File: config.mk
export PLATFORM = sky130hd
export DESIGN_NAME = conv_window_gen
export DESIGN_NICKNAME = d
export VERILOG_FILES = /design/src/rtl/cnn_pkg.sv /design/src/rtl/line_delay_en.sv /design/src/rtl/conv_window_gen.sv
export SDC_FILE = /design/constraint.sdc
export NUM_CORES = 2
export LEC_CHECK = 0
export BUFFER_PORTS_ARGS = -buffer_cell sky130_fd_sc_hd__buf_2
export CORE_MARGIN = 3
export CORE_UTILIZATION = 40
export CTS_CLUSTER_DIAMETER = 80
export DETAILED_ROUTE_END_ITERATION = 8
export MAX_ROUTING_LAYER = met4
export SYNTH_ARGS = -nofsm -noshare
export SYNTH_HDL_FRONTEND = slang
export SYNTH_SLANG_ARGS = --single-unit
File: constraint.sdc
create_clock -name clk -period 2.3 [get_ports clk]
set_input_delay 0.115 -clock clk [delete_from_list [all_inputs] [get_ports clk]]
set_output_delay 0.115 -clock clk [all_outputs]
set_load 0.005 [all_outputs]
File: src/rtl/cnn_pkg.sv
// Shared constants for the conv/pool datapath and the window packing helper.
// Blocks take these as parameter defaults so one frame geometry is used everywhere.
package cnn_pkg;

  localparam int DW = 16;
  localparam int M  = 28;
  localparam int K  = 3;

  // Flat slot of window pixel (r,c); k defaults to the datapath window size.
  function automatic int win_idx(input int r, input int c, input int k = K);
    return r * k + c;
  endfunction

endpackage

File: src/rtl/line_delay_en.sv
// Enable-gated shift-register line delay: DEPTH accepted beats from din to dout.
// A zero-depth delay is a plain wire, which covers the K == M corner.
module line_delay_en #(
  parameter int DEPTH = 25,
  parameter int WIDTH = 16
) (
  input  logic             clk,
  input  logic             reset,
  input  logic             en,
  input  logic [WIDTH-1:0] din,
  output logic [WIDTH-1:0] dout
);

  if (DEPTH == 0) begin : g_wire
    logic unused_ok;
    assign unused_ok = ^{clk, reset, en};
    assign dout      = din;
  end else begin : g_shift
    logic [WIDTH-1:0] mem_q [DEPTH];
    logic [WIDTH-1:0] mem_d [DEPTH];

    always_comb begin
      mem_d = mem_q;
      if (en) begin
        mem_d[0] = din;
        for (int i = 1; i < DEPTH; i++) mem_d[i] = mem_q[i-1];
      end
    end

    // NOTE: the storage is cleared on reset so that a frame aborted mid-way leaves no
    // stale pixels behind; most buffers could skip this, these cannot.
    always_ff @(posedge clk) begin
      if (reset) mem_q <= '{default: '0};
      else       mem_q <= mem_d;
    end

    assign dout = mem_q[DEPTH-1];
  end

endmodule

File: src/rtl/conv_window_gen.sv
// KxK sliding-window generator over a raster-order MxM pixel stream.
// K-1 line delays feed the upper window rows; windows are flagged only at legal strided positions.
module conv_window_gen #(
  parameter int M      = cnn_pkg::M,
  parameter int K      = cnn_pkg::K,
  parameter int STRIDE = 1,
  parameter int DW     = cnn_pkg::DW
) (
  input  logic              clk,
  input  logic              reset,
  input  logic              in_valid,
  input  logic [DW-1:0]     in_pixel,
  output logic              win_valid,
  output logic [K*K*DW-1:0] win_data,
  output logic              frame_done
);

  localparam int CW   = $clog2(M);
  localparam int PW   = (STRIDE > 1) ? $clog2(STRIDE) : 1;
  localparam int LAST = K - 1 + STRIDE * ((M - K) / STRIDE);

  localparam logic [CW-1:0] POS_FIRST = CW'(K - 1);
  localparam logic [CW-1:0] POS_LAST  = CW'(LAST);
  localparam logic [CW-1:0] POS_END   = CW'(M - 1);
  localparam logic [PW-1:0] PH_END    = PW'(STRIDE - 1);

  logic [DW-1:0]     win_q [K][K];
  logic [DW-1:0]     win_d [K][K];
  logic [DW-1:0]     dly_out [K-1];
  logic [CW-1:0]     row_q, row_d, col_q, col_d;
  logic [PW-1:0]     cph_q, cph_d, rph_q, rph_d;
  logic [PW-1:0]     cph_cur, rph_cur;
  logic              legal;
  logic              win_valid_q, win_valid_d;
  logic              frame_done_q, frame_done_d;
  logic [K*K*DW-1:0] win_data_q, win_data_d;

  // Delay j is fed by the pixel leaving the left edge of window row K-1-j.
  for (genvar j = 0; j < K - 1; j++) begin : g_line
    line_delay_en #(
      .DEPTH(M - K),
      .WIDTH(DW)
    ) u_line (
      .clk  (clk),
      .reset(reset),
      .en   (in_valid),
      .din  (win_q[K-1-j][0]),
      .dout (dly_out[j])
    );
  end

  // Stride phases restart at the first legal column/row, so no modulo is needed.
  assign cph_cur = (col_q == POS_FIRST) ? '0 : cph_q;
  assign rph_cur = (row_q == POS_FIRST) ? '0 : rph_q;
  assign legal   = in_valid && (row_q >= POS_FIRST) && (col_q >= POS_FIRST) &&
                   (cph_cur == '0) && (rph_cur == '0);

  // NOTE: every signal gets a default at the top of the block so no path leaves it
  // unassigned, which would otherwise infer a latch.
  always_comb begin
    win_d        = win_q;
    row_d        = row_q;
    col_d        = col_q;
    cph_d        = cph_q;
    rph_d        = rph_q;
    win_valid_d  = 1'b0;
    frame_done_d = 1'b0;
    win_data_d   = win_data_q;

    if (in_valid) begin
      for (int r = 0; r < K; r++)
        for (int c = 0; c < K - 1; c++) win_d[r][c] = win_q[r][c+1];
      for (int r = 0; r < K - 1; r++) win_d[r][K-1] = dly_out[K-2-r];
      win_d[K-1][K-1] = in_pixel;

      cph_d = (cph_cur == PH_END) ? '0 : cph_cur + PW'(1);
      if (col_q == POS_END) begin
        col_d = '0;
        row_d = (row_q == POS_END) ? '0 : row_q + CW'(1);
        rph_d = (rph_cur == PH_END) ? '0 : rph_cur + PW'(1);
      end else begin
        col_d = col_q + CW'(1);
      end

      if (legal) begin
        win_valid_d  = 1'b1;
        frame_done_d = (row_q == POS_LAST) && (col_q == POS_LAST);
        for (int r = 0; r < K; r++)
          for (int c = 0; c < K; c++)
            win_data_d[DW*cnn_pkg::win_idx(r, c, K) +: DW] = win_d[r][c];
      end
    end
  end

  // NOTE: state registers use non-blocking assignments so every flop samples the
  // pre-edge values, independent of statement order.
  always_ff @(posedge clk) begin
    if (reset) begin
      win_q        <= '{default: '0};
      row_q        <= '0;
      col_q        <= '0;
      cph_q        <= '0;
      rph_q        <= '0;
      win_valid_q  <= 1'b0;
      frame_done_q <= 1'b0;
      win_data_q   <= '0;
    end else begin
      win_q        <= win_d;
      row_q        <= row_d;
      col_q        <= col_d;
      cph_q        <= cph_d;
      rph_q        <= rph_d;
      win_valid_q  <= win_valid_d;
      frame_done_q <= frame_done_d;
      win_data_q   <= win_data_d;
    end
  end

  assign win_valid  = win_valid_q;
  assign frame_done = frame_done_q;
  assign win_data   = win_data_q;

endmodule

==> flow_summary.ini <==
[cts]
post_cts.repair.setup_buffers = 0
path_clk_slew_ns = 0.06
cts_tree = yes
clock_path_buffers = 3
cts_num_sinks = 1084
clock_insertion_delay_worst_skew_ns = 0.68
ctsRootBufferMaster = sky130_fd_sc_hd__clkbuf_16
num_cts_buffers = 109
htreeDepth = 3

[route]
via_count = 23580
detail_route.iter0.violations = 1406
avgViaCountPerCell = 4.613
dr.pass1.iters = 5
route.final.wire_length_um = 68560
postRouteAntennaNets = 0
drc = 0
wire_per_inst_um = 13.41

[cells_and_area]
area.growth.synth_to_final_pct = 14.64
fill_cells = 9006
final_net_count = 3789
final_design_area_no_fill_mm2 = 0.04432
layout.core_utilization = 0.4644
insertedDiodeCount = 0
post_route_cells_drive_above_1_share = 0.1009

[yosys]
seq_area_frac_synth = 0.5613
post_synth_fa_ha_maj_area_fraction = 0.001294
postSynth.topFlopCell = sky130_fd_sc_hd__dfxtp_1
post_synth.cell_area_avg_um2 = 10.51
ys_top_cells_by_area = sky130_fd_sc_hd__dfxtp_1 56%, sky130_fd_sc_hd__mux2i_1 28%, sky130_fd_sc_hd__nor2_1 9.1%
yosysWarnings = 0
synthCells = 3678
synth_top_family_by_area = multiplexers
synth_edf_count = 0
synth.area.mux_share = 0.2775
synth_top_cell_area_share = 0.5613
postSynth.asyncResetShare = 0
synth.distinct_cells = 35
synth_simple_gate_area_frac = 0.1223
synth_seq_cells = 1084
netlist_area_mm2 = 0.03866
synth_compound_gate_area_share = 0.002233
yosysMostFrequentCell = sky130_fd_sc_hd__dfxtp_1
synthXorXnorAreaFrac = 0.0004531
synth_nets = 3701
yosysTopAreaCell = sky130_fd_sc_hd__dfxtp_1
post_synth_most_frequent_cells = 1084 x sky130_fd_sc_hd__dfxtp_1, 1072 x sky130_fd_sc_hd__mux2i_1, 935 x sky130_fd_sc_hd__nor2_1

[critical_path]
crit_path_max_fanout = 97
worst_setup_path_end_kind = flip-flop
worst_r2r_path_depth = 5
critPathArrivalTime_ns = 2.48
crit_path_start_kind = flip-flop
critical_path_class = reg2reg
worstPathRequired_ns = 2.82

[sta]
timing_worst_slew_pin_value_ns = 0.9070
grt_setup_unrepaired = no
finalHoldViolCount = 0
period_share = 0.8523
setup_total_negative_slack_ns = 0
finalSetupViolations = 0
slew_viol_final = 0
finalWorstPathRequiredPeriod_ns = 1.960
worst_slack_ns = 0.3398
max_clock_freq_ghz = 0.5101
slew_headroom = 0.3953
clock-skew-final_ns = 0.02383

[worst_hold_path]
worstHoldPathType = in2reg
timing.hold.worst_path_depth = 4

[global_routing]
grt_overflow_total = 0
antenna_found_initial = 0
via_count_of_the_first_global_routing_pass = 21980
global_route.usage.total = 0.1380
grt_pass1_wl_um = 113700
grt_max_degree = 169

[power_and_ir_drop]
ir_worst_vdd_mv = 0.7177
power.density_cell_area_mw_per_mm2 = 857.2
lkg_pwr_uw = 0.01916

[place]
placement.setup.worst_slack_ns = 0.4202
dpl-instance-area_mm2 = 0.04046
detailedPlacementHpwl_um = 41290
place.gp.congestion = 0.7579
placement.io_buffers = 164

[floorplan]
top_level_ports = 165
core_region_area_mm2 = 0.09544
start_util = 0.4051
core.rowCount = 113
die_width_um = 316.9
die_area_mm2 = 0.1004
die-height_um = 316.9

[outcome]
outcome = finished, final reports clean

[flow_run]
drv_cap = 0
[cells in the final DEF (no fill, tap or decap), types with 2 or more instances in the layout]
cell and count:
sky130_fd_sc_hd__inv_1 2, sky130_fd_sc_hd__a21oi_1 2, sky130_fd_sc_hd__bufinv_16 8, sky130_fd_sc_hd__a211oi_1 2, sky130_fd_sc_hd__dlygate4sd3_1 18, sky130_fd_sc_hd__inv_16 2
sky130_fd_sc_hd__buf_12 25, sky130_fd_sc_hd__ha_1 4, sky130_fd_sc_hd__buf_4 28, sky130_fd_sc_hd__nand3_1 2, sky130_fd_sc_hd__clkbuf_8 30, sky130_fd_sc_hd__inv_6 2
sky130_fd_sc_hd__nand2b_1 2, sky130_fd_sc_hd__dfxtp_1 1084, sky130_fd_sc_hd__nand4_1 2, sky130_fd_sc_hd__clkbuf_16 111, sky130_fd_sc_hd__clkinv_2 10, sky130_fd_sc_hd__nor3b_1 2
sky130_fd_sc_hd__buf_2 162, sky130_fd_sc_hd__mux2i_1 1072, sky130_fd_sc_hd__nor3_1 5, sky130_fd_sc_hd__nand2_1 289, sky130_fd_sc_hd__nor2b_1 2, sky130_fd_sc_hd__nor2_1 935
sky130_fd_sc_hd__clkbuf_1 26
[worst max-delay path, cell delays in order (launching register included)]
cell	delay, ns
sky130_fd_sc_hd__dfxtp_1	0.33
sky130_fd_sc_hd__or4_1	0.53
sky130_fd_sc_hd__o21ai_2	0.17
sky130_fd_sc_hd__a21oi_4	0.06
sky130_fd_sc_hd__buf_12	0.21
sky130_fd_sc_hd__mux2i_1	0.25
[layer usage]
metal | vias up | share of wire | GRT usage
li1 | 12350 | - | -
met1 | 10820 | 0.53 | 0.1979
met2 | 280 | 0.41 | 0.1945
met3 | 122 | 0.040 | 0.02906
met4 | 0 | 0.023 | 0.04054
met5 | - | 0 | -
[cell type report]
class | count | area, um^2 | share of cell area
Inverter | 3 | 18.77 | 0.0004234
Tap cell | 1265 | 1583 | 0.03571
Clock buffer | 167 | 3288 | 0.07419
Multi-Input combinational cell | 2334 | 15620 | 0.3524
Clock inverter | 24 | 394.1 | 0.008892
Sequential cell | 1084 | 21700 | 0.4896
Timing Repair Buffer | 234 | 1717 | 0.03873
[metrics by stage]
step | hold slack (ns) | instances | total power (uW)
2_1_floorplan | 0.2571 | 3678 | 20280
3_3_place_gp | 0.3872 | 4902 | 20560
3_5_place_dp | 0.3880 | 4902 | 20550
4_1_cts | 0.1923 | 5111 | 38620
5_1_grt | 0.2154 | 5111 | 39410
6_report | 0.2482 | 5111 | 37990
[cell families after synthesis]
logic type	count (synthesis)
compound gates	11
simple gates	1245
flops	1084
buf+inv	260
fa+ha+maj	4
xor+xnor	2
mux	1072
[timing repair]
item	in CTS	in global routing
endpoints found under the hold margin	76	0
hold buffers	18	0
resized for setup	0	0
[final timing paths]
path,slack [ns],end,start
worst min register to register,0.45,win_data[43],win_data[43]
worst min-delay path,0.25,win_q[5],in_pixel[5]
worst max register to register,0.34,win_data[79],row_q[4]
worst max-delay path,0.34,win_data[79],row_q[4]
[registers in the layout (all words and copies together), names as in the netlist]
signal and cells:
frame_done 1, win_valid 1, win_data 144, row_q 5
g_line.u_line.dout 32, g_line.u_line.g_shift.mem_q 768, win_q 128, col_q 5
[power breakdown]
part	internal [uW]	switching, uW
sequential	18800	37.4
clock	10700	7140
combinational	495	802
Power figures use the tool's default switching activity.
